**config.mk**
```make
export PLATFORM = sky130hd
export DESIGN_NAME = muldiv_unit
export DESIGN_NICKNAME = d
export VERILOG_FILES = /design/src/rtl/riscv_pkg.sv /design/src/rtl/muldiv_core.sv /design/src/rtl/muldiv_unit.sv
export SDC_FILE = /design/constraint.sdc
export NUM_CORES = 1
export LEC_CHECK = 0
export BUFFER_PORTS_ARGS = -buffer_cell sky130_fd_sc_hd__buf_2
export CORE_UTILIZATION = 35
export CTS_CLUSTER_DIAMETER = 50
export DETAILED_ROUTE_END_ITERATION = 16
export PLACE_DENSITY_LB_ADDON = 0.2
export REMOVE_ABC_BUFFERS = 1
export SLEW_MARGIN = 20
export SYNTH_ARGS = -nofsm -noshare
export SYNTH_HDL_FRONTEND = slang
export SYNTH_SLANG_ARGS = --single-unit
```
**constraint.sdc**
```tcl
create_clock -name clk -period 4.8 [get_ports clk]
set_clock_uncertainty 0.15 [all_clocks]
set_input_delay 0.24 -clock clk [delete_from_list [all_inputs] [get_ports clk]]
set_output_delay 0.24 -clock clk [all_outputs]
set_load 0.02 [all_outputs]
```
**src/rtl/riscv_pkg.sv**
```systemverilog
// Shared RV32M multiply/divide types, width constant and sign helpers.
// Latency: none (types and pure functions only).
// Backpressure: not applicable.
package riscv_pkg;

    localparam int XLEN = 32;

    // funct3 encodings of the M extension
    typedef enum logic [2:0] {
        OP_MUL    = 3'b000,
        OP_MULH   = 3'b001,
        OP_MULHSU = 3'b010,
        OP_MULHU  = 3'b011,
        OP_DIV    = 3'b100,
        OP_DIVU   = 3'b101,
        OP_REM    = 3'b110,
        OP_REMU   = 3'b111
    } muldiv_op_t;

    typedef enum logic [1:0] {
        ST_IDLE = 2'b00,
        ST_CALC = 2'b01,
        ST_FIN  = 2'b10
    } muldiv_state_t;

    // Magnitude of an operand; unsigned operands pass through untouched.
    // The most negative value maps onto itself, which is its correct
    // unsigned magnitude.
    function automatic logic [XLEN-1:0] abs_val(input logic [XLEN-1:0] v,
                                                input logic            is_signed);
        return (is_signed && v[XLEN-1]) ? ((~v) + XLEN'(1)) : v;
    endfunction

    // Conditional two's-complement negation of a result word.
    function automatic logic [XLEN-1:0] neg_if(input logic [XLEN-1:0] v,
                                               input logic            neg);
        return neg ? ((~v) + XLEN'(1)) : v;
    endfunction

    // Same, for the double-width product.
    function automatic logic [2*XLEN-1:0] neg_if_wide(input logic [2*XLEN-1:0] v,
                                                      input logic              neg);
        return neg ? ((~v) + (2*XLEN)'(1)) : v;
    endfunction

endpackage

```
**src/rtl/muldiv_core.sv**
```systemverilog
// Iterative unsigned datapath: shift-add multiply / restoring divide, one bit per step.
// Latency: W steps after load; results visible in o_hi/o_lo after the last step.
// Backpressure: none; the controller sequences i_load/i_step.
//
// Ports:
//   clk, rst_n      clock, synchronous active-low reset
//   i_load          capture operand magnitudes and operation kind
//   i_step          perform one iteration
//   i_is_div        1 = divide, 0 = multiply (sampled on i_load)
//   i_a_mag/i_b_mag unsigned operand magnitudes
//   o_hi/o_lo       multiply: product high/low; divide: remainder/quotient
module muldiv_core
    import riscv_pkg::*;
#(
    parameter int W = 32
) (
    input  logic         clk,
    input  logic         rst_n,
    input  logic         i_load,
    input  logic         i_step,
    input  logic         i_is_div,
    input  logic [W-1:0] i_a_mag,
    input  logic [W-1:0] i_b_mag,
    output logic [W-1:0] o_hi,
    output logic [W-1:0] o_lo
);

    // r_acc: multiply -> {partial product, remaining multiplier bits}
    //        divide   -> {partial remainder, dividend bits / quotient bits}
    logic [2*W-1:0] r_acc;
    logic [W-1:0]   r_m;        // multiplicand or divisor
    logic           r_div;

    logic [W:0]     w_add;
    logic [W:0]     w_shift;
    logic [W+1:0]   w_diff;
    logic           w_borrow;
    logic [W-1:0]   w_rem_nxt;
    logic [2*W-1:0] w_acc_nxt;
    logic           w_unused;

    always_comb begin
        w_add     = '0;
        w_shift   = '0;
        w_diff    = '0;
        w_borrow  = 1'b0;
        w_rem_nxt = '0;
        w_acc_nxt = r_acc;

        // Multiply: conditionally add multiplicand into the high half, then
        // shift the whole accumulator right, carry included.
        w_add = {1'b0, r_acc[2*W-1:W]} + (r_acc[0] ? {1'b0, r_m} : {(W+1){1'b0}});

        // Divide: shift next dividend bit into the remainder and trial-subtract.
        // The shifted remainder is below 2*divisor, so a successful subtract
        // always fits back into W bits.
        w_shift   = {r_acc[2*W-1:W], r_acc[W-1]};
        w_diff    = {1'b0, w_shift} - {2'b00, r_m};
        w_borrow  = w_diff[W+1];
        w_rem_nxt = w_borrow ? w_shift[W-1:0] : w_diff[W-1:0];

        if (r_div) begin
            w_acc_nxt = {w_rem_nxt, r_acc[W-2:0], ~w_borrow};
        end else begin
            w_acc_nxt = {w_add, r_acc[W-1:1]};
        end
    end

    // Bits that are provably zero whenever they would matter.
    assign w_unused = ^{w_diff[W], w_shift[W]};

    always_ff @(posedge clk) begin
        if (!rst_n) begin
            r_acc <= '0;
            r_m   <= '0;
            r_div <= 1'b0;
        end else if (i_load) begin
            r_div <= i_is_div;
            r_m   <= i_is_div ? i_b_mag : i_a_mag;
            r_acc <= {{W{1'b0}}, (i_is_div ? i_a_mag : i_b_mag)};
        end else if (i_step) begin
            r_acc <= w_acc_nxt;
        end
    end

    assign o_hi = r_acc[2*W-1:W];
    assign o_lo = r_acc[W-1:0];

endmodule

```
**src/rtl/muldiv_unit.sv**
```systemverilog
// RV32M multiply/divide unit with start/busy/done handshake and rd tagging.
// Latency: 34 cycles start->done (2 cycles for divide-by-zero / signed overflow).
// Backpressure: start ignored while busy and during the done cycle; flush aborts silently.
//
// Ports:
//   clk, rst_n       clock, synchronous active-low reset
//   start, flush     request (sampled when idle) / abort of the in-flight op
//   funct3           M-extension operation select
//   op_a, op_b       rs1 / rs2 values, latched at start
//   rd_in            destination register, latched at start
//   busy, done       op in progress / one-cycle completion pulse (writeback enable)
//   result, rd_out   registered result and destination, held until next done
module muldiv_unit
    import riscv_pkg::*;
#(
    parameter int XLEN  = riscv_pkg::XLEN,
    parameter int CNT_W = $clog2(XLEN)
) (
    input  logic            clk,
    input  logic            rst_n,
    input  logic            start,
    input  logic            flush,
    input  logic [2:0]      funct3,
    input  logic [XLEN-1:0] op_a,
    input  logic [XLEN-1:0] op_b,
    input  logic [4:0]      rd_in,
    output logic            busy,
    output logic            done,
    output logic [XLEN-1:0] result,
    output logic [4:0]      rd_out
);

    localparam logic [XLEN-1:0] MIN_NEG = {1'b1, {(XLEN-1){1'b0}}};

    muldiv_state_t    r_state;
    muldiv_state_t    w_state_nxt;

    logic [CNT_W-1:0] r_cnt;
    muldiv_op_t       r_op;
    logic [4:0]       r_rd;
    logic             r_neg_main;   // sign of product / quotient
    logic             r_neg_rem;    // sign of remainder (follows dividend)
    logic             r_special;
    logic [XLEN-1:0]  r_spec_res;
    logic [XLEN-1:0]  r_result;
    logic [4:0]       r_rd_out;
    logic             r_done;

    muldiv_op_t       w_op;
    logic             w_a_signed;
    logic             w_b_signed;
    logic             w_div_zero;
    logic             w_overflow;
    logic             w_special;
    logic [XLEN-1:0]  w_spec_res;
    logic [XLEN-1:0]  w_a_mag;
    logic [XLEN-1:0]  w_b_mag;
    logic             w_accept;
    logic             w_step;
    logic             w_finish;
    logic [XLEN-1:0]  w_hi;
    logic [XLEN-1:0]  w_lo;
    logic [2*XLEN-1:0] w_prod;
    logic [XLEN-1:0]  w_quot;
    logic [XLEN-1:0]  w_rem;
    logic [XLEN-1:0]  w_final;

    // ------------------------------------------------------------------
    // Operand decode: signedness, special cases, magnitudes
    // ------------------------------------------------------------------
    always_comb begin
        w_op       = muldiv_op_t'(funct3);
        // MUL treats both operands as unsigned: the low word is identical.
        w_a_signed = (w_op == OP_MULH) || (w_op == OP_MULHSU) ||
                     (w_op == OP_DIV)  || (w_op == OP_REM);
        w_b_signed = (w_op == OP_MULH) || (w_op == OP_DIV) || (w_op == OP_REM);

        w_div_zero = funct3[2] && (op_b == '0);
        w_overflow = ((w_op == OP_DIV) || (w_op == OP_REM)) &&
                     (op_a == MIN_NEG) && (op_b == '1);
        w_special  = w_div_zero || w_overflow;

        // funct3[1] distinguishes remainder from quotient within divides
        w_spec_res = '0;
        if (w_div_zero) begin
            w_spec_res = funct3[1] ? op_a : '1;
        end else if (w_overflow) begin
            w_spec_res = funct3[1] ? '0 : MIN_NEG;
        end

        w_a_mag = abs_val(op_a, w_a_signed);
        w_b_mag = abs_val(op_b, w_b_signed);
    end

    // ------------------------------------------------------------------
    // Control FSM
    // ------------------------------------------------------------------
    always_ff @(posedge clk) begin
        if (!rst_n) begin
            r_state <= ST_IDLE;
        end else begin
            r_state <= w_state_nxt;
        end
    end

    always_comb begin
        w_state_nxt = r_state;
        w_accept    = 1'b0;
        w_step      = 1'b0;
        w_finish    = 1'b0;
        case (r_state)
            ST_IDLE: begin
                // r_done blocks a start coinciding with the completion pulse
                if (start && !flush && !r_done) begin
                    w_accept    = 1'b1;
                    w_state_nxt = w_special ? ST_FIN : ST_CALC;
                end
            end
            ST_CALC: begin
                if (flush) begin
                    w_state_nxt = ST_IDLE;
                end else begin
                    w_step = 1'b1;
                    if (r_cnt == '0) begin
                        w_state_nxt = ST_FIN;
                    end
                end
            end
            ST_FIN: begin
                w_state_nxt = ST_IDLE;
                w_finish    = !flush;
            end
            default: begin
                w_state_nxt = ST_IDLE;
            end
        endcase
    end

    // ------------------------------------------------------------------
    // Datapath
    // ------------------------------------------------------------------
    muldiv_core #(
        .W (XLEN)
    ) u_core (
        .clk      (clk),
        .rst_n    (rst_n),
        .i_load   (w_accept),
        .i_step   (w_step),
        .i_is_div (funct3[2]),
        .i_a_mag  (w_a_mag),
        .i_b_mag  (w_b_mag),
        .o_hi     (w_hi),
        .o_lo     (w_lo)
    );

    // Sign fix and output word selection
    always_comb begin
        w_prod  = neg_if_wide({w_hi, w_lo}, r_neg_main);
        w_quot  = neg_if(w_lo, r_neg_main);
        w_rem   = neg_if(w_hi, r_neg_rem);
        w_final = '0;
        if (r_special) begin
            w_final = r_spec_res;
        end else begin
            case (r_op)
                OP_MUL:                       w_final = w_prod[XLEN-1:0];
                OP_MULH, OP_MULHSU, OP_MULHU: w_final = w_prod[2*XLEN-1:XLEN];
                OP_DIV, OP_DIVU:              w_final = w_quot;
                default:                      w_final = w_rem;
            endcase
        end
    end

    always_ff @(posedge clk) begin
        if (!rst_n) begin
            r_cnt      <= '0;
            r_op       <= OP_MUL;
            r_rd       <= '0;
            r_neg_main <= 1'b0;
            r_neg_rem  <= 1'b0;
            r_special  <= 1'b0;
            r_spec_res <= '0;
            r_result   <= '0;
            r_rd_out   <= '0;
            r_done     <= 1'b0;
        end else begin
            r_done <= w_finish;
            if (w_accept) begin
                r_op       <= w_op;
                r_rd       <= rd_in;
                r_neg_main <= (w_a_signed & op_a[XLEN-1]) ^ (w_b_signed & op_b[XLEN-1]);
                r_neg_rem  <= w_a_signed & op_a[XLEN-1];
                r_special  <= w_special;
                r_spec_res <= w_spec_res;
                r_cnt      <= CNT_W'(XLEN-1);
            end else if (w_step) begin
                r_cnt <= r_cnt - CNT_W'(1);
            end
            if (w_finish) begin
                r_result <= w_final;
                r_rd_out <= r_rd;
            end
        end
    end

    assign busy   = (r_state != ST_IDLE);
    assign done   = r_done;
    assign result = r_result;
    assign rd_out = r_rd_out;

endmodule

```
==> impl_results.md <==
* Outcome: finished clean
* Setup violation total in the final timing report at 0
* Detail Route Antenna Nets at 0
* Routed wire length at 62900 µm
* GRT Total Usage at 26.5%
* Count of routing violations after the opening detailed-route iteration at ~1.5k
* P_leak at 0.00703 µW
* CTS max path bufs at 2
* Time the final worst path needs with I/O delays and setup at roughly 4000 ps
* Worst EP arrival at around 4200 ps
* Overall overflow remaining after global route at 0
* Wire length of the first global-routing pass at 95100 µm
* Required @ worst endpoint at ~5000 ps
* Accumulated negative setup slack at 0 ps
* Max-cap viol count at 0
* # clock sinks at 184
* Final core occ at 39.5%
* RD Place Congestion at 0.987
* Max Fanout on Critical Path at 33
* Clock network latency to the later pin of the worst-skew pair at 470 ps
* Count of input and output buffers at 114
* Starting density of the core at a little over a third
* Smallest setup slack after layout at approximately 840 ps
* Via count normalized by instance count at around 5.9
* Clock-pin slew on the worst setup and hold paths at around 80 ps
* Remaining routing DRC violations at 0
* Maximum number of pins on one net before global-route repair at roughly 110
* Pre-antenna DRT Iters at 6
* Per-cell routed wire length at 21.9 µm
* Top-count cell post-synth: sky130_fd_sc_hd__nand2_1
* Avg Cell Area, Syn at 7.19 µm²
* Maximum frequency from static timing analysis at 0.253 GHz
* Type of the setup path with the least slack: register to register
* Antenna Diode Count at 0
* Die height at 216 µm
* Area growth from synthesis to final layout at 11.2%
* Cells after synthesis at 2238
* Number of nets in the finished design at 2404
* Yosys top cell by area: sky130_fd_sc_hd__dfxtp_1
* CTS tree: done
* Number of register bits inferred by synthesis at 184
* Async set-reset flop share out of synthesis at 0%
* X dimension of the die at approximately 220 µm
* Critical Path Source Type: register
* Number of rows created at floorplan at 78
* Routed via count at 16.8k
* Synthesized area at 0.0161 mm²
* Worst voltage drop across the vdd grid at around 0.26 mV
* Slew HR at 14.5%
* Hold/Removal Path Class: input port to register
* Hold Path Stages at 3
* Post-synth top cells: sky130_fd_sc_hd__nand2_1 (275), sky130_fd_sc_hd__nor2_1 (198), sky130_fd_sc_hd__dfxtp_1 (184)
* Top_reg_cell synth: sky130_fd_sc_hd__dfxtp_1
* Area of the core at roughly 0.045 mm²
* Top cell type's share of synthesized area at between 20% and 30%
* Count of pins over their slew limit at 0
* Pwr Total at 4400 µW
* Number of endpoints with negative hold slack in the final report at 0
* Quantity of gates resized following cts at 0
* Number of clock buffers inserted by TritonCTS at 17
* I/O pin total at 115
* Via count of the first global-routing pass at ~16k
* Antenna violations before repair at 1
* Fraction of final layout cells sized beyond drive strength 1 at 9.70%
* Type of destination of the critical path: register
* Pre-CTS WS at 953 ps
* Dominant cells by area after synthesis: sky130_fd_sc_hd__dfxtp_1 (23%), sky130_fd_sc_hd__nand2_1 (6.4%), sky130_fd_sc_hd__xnor2_1 (5.9%)
* Sequential element share of the synthesized area at 22.9%
* Number of enable-type register cells in the synthesized netlist at 0
* Setup repair after global routing missed its margin: false
* Number of warnings printed during yosys synthesis at 0
* Number of levels in the clock H-tree at 4
* Buffer type at the clock tree root: sky130_fd_sc_hd__clkbuf_16
* Period utilization at between 80% and 90%
* Yosys cell types at 80
* R2R cell count at 13
* Die area at 0.0469 mm²
* Slew of the pin with the lowest slew margin at 1280 ps
* Power density of the placed cells at roughly 250 mW/mm²
* Half-perimeter wire length after placement at 47900 µm
[state kept, by name, indices dropped and copies added, names as in the netlist, 5 cells and up]
signal / count
r_cnt: 5
r_rd: 5
r_spec_res: 32
rd_out: 5
result: 32
u_core.r_acc: 64
u_core.r_m: 32
[cells in the final DEF, fill, tap and decap left out, drive strengths merged, types with 71 or more instances in the layout]
cell / Yosys / final
nand2: 275 / 275
nor2: 198 / 198
dfxtp: 184 / 184
o21ai: 180 / 180
a21oi: 161 / 161
buf: 21 / 157
xnor2: 108 / 108
xor2: 79 / 79
inv: 64 / 72
ha: 71 / 71
[metrics by stage]
step | cells | hold slack [ps] | area (µm²)
2_1_floorplan | 2059 | 189 | 15400
3_3_place_gp | 2816 | 299 | 17100
3_5_place_dp | 2816 | 306 | 17100
4_1_cts | 2868 | 6.09 | 17900
5_1_grt | 2868 | 39.6 | 17900
6_report | 2868 | 28.8 | 17900
[worst paths after layout]
| check | from | slack (ps) | endpoint |
|---|---|---|---|
| hold / removal | op_a[5] | 30 | r_spec_res[5] |
| hold reg to reg | u_core.r_m[7] | 310 | u_core.r_m[7] |
| setup / recovery | u_core.r_acc[0] | 840 | u_core.r_acc[59] |
| setup reg to reg | u_core.r_acc[0] | 840 | u_core.r_acc[59] |
[per-layer routing]
| metal | vias to the layer above | routed length [µm] | global-route usage [%] |
|---|---|---|---|
| li1 | 8092 | - | - |
| met1 | 7995 | 28900 | 36.8 |
| met2 | 626 | 27400 | 40.9 |
| met3 | 91 | 4260 | 3.54 |
| met4 | 0 | 2310 | 11.0 |
| met5 | - | 0 | 0 |
[cells by family after synthesis]
family,after synthesis,synth area share [%]
flops,184,22.9
compound gates,723,29.4
fa+ha+maj,73,5.77
simple gates,779,23.0
buf+inv,244,5.82
xor+xnor,187,10.2
mux,48,3.02
[power breakdown]
part           total (µW)  switching [µW]  leakage, µW  internal [µW]
clock network        1550             753     0.000307            801
registers            1650            77.7      0.00149           1580
logic                1190             758      0.00523            436
[critical path, stage by stage (launching register included)]
cell	delay, ps
sky130_fd_sc_hd__dfxtp_1	360
sky130_fd_sc_hd__clkinv_1	80
sky130_fd_sc_hd__buf_4	360
sky130_fd_sc_hd__nor2_1	100
sky130_fd_sc_hd__ha_1	380
sky130_fd_sc_hd__a21o_1	230
sky130_fd_sc_hd__a221oi_1	560
sky130_fd_sc_hd__o21ai_0	250
sky130_fd_sc_hd__a21oi_1	380
sky130_fd_sc_hd__o31ai_1	250
sky130_fd_sc_hd__a31oi_1	250
sky130_fd_sc_hd__mux2i_1	100
sky130_fd_sc_hd__a211o_1	290
sky130_fd_sc_hd__a21oi_1	130
[layout make-up]
| cell class | instances | area (µm²) |
|---|---|---|
| flip-flops and latches | 184 | 3690 |
| repair buffers | 177 | 1100 |
| clock buffers | 17 | 425 |
| multi-input cells | 1810 | 11500 |
| fillers | 4738 | 27500 |
| well taps | 600 | 751 |
| clock inverters | 15 | 204 |
| inverters | 65 | 244 |
[repair_timing]
item | 4_1_cts | 5_1_grt
endpoints found under the setup margin | 0 | 0
setup buffers | 0 | 0
hold buffers | 20 | 0
hold endpoints to repair | 20 | 0
(Power assumes the default switching activity.)
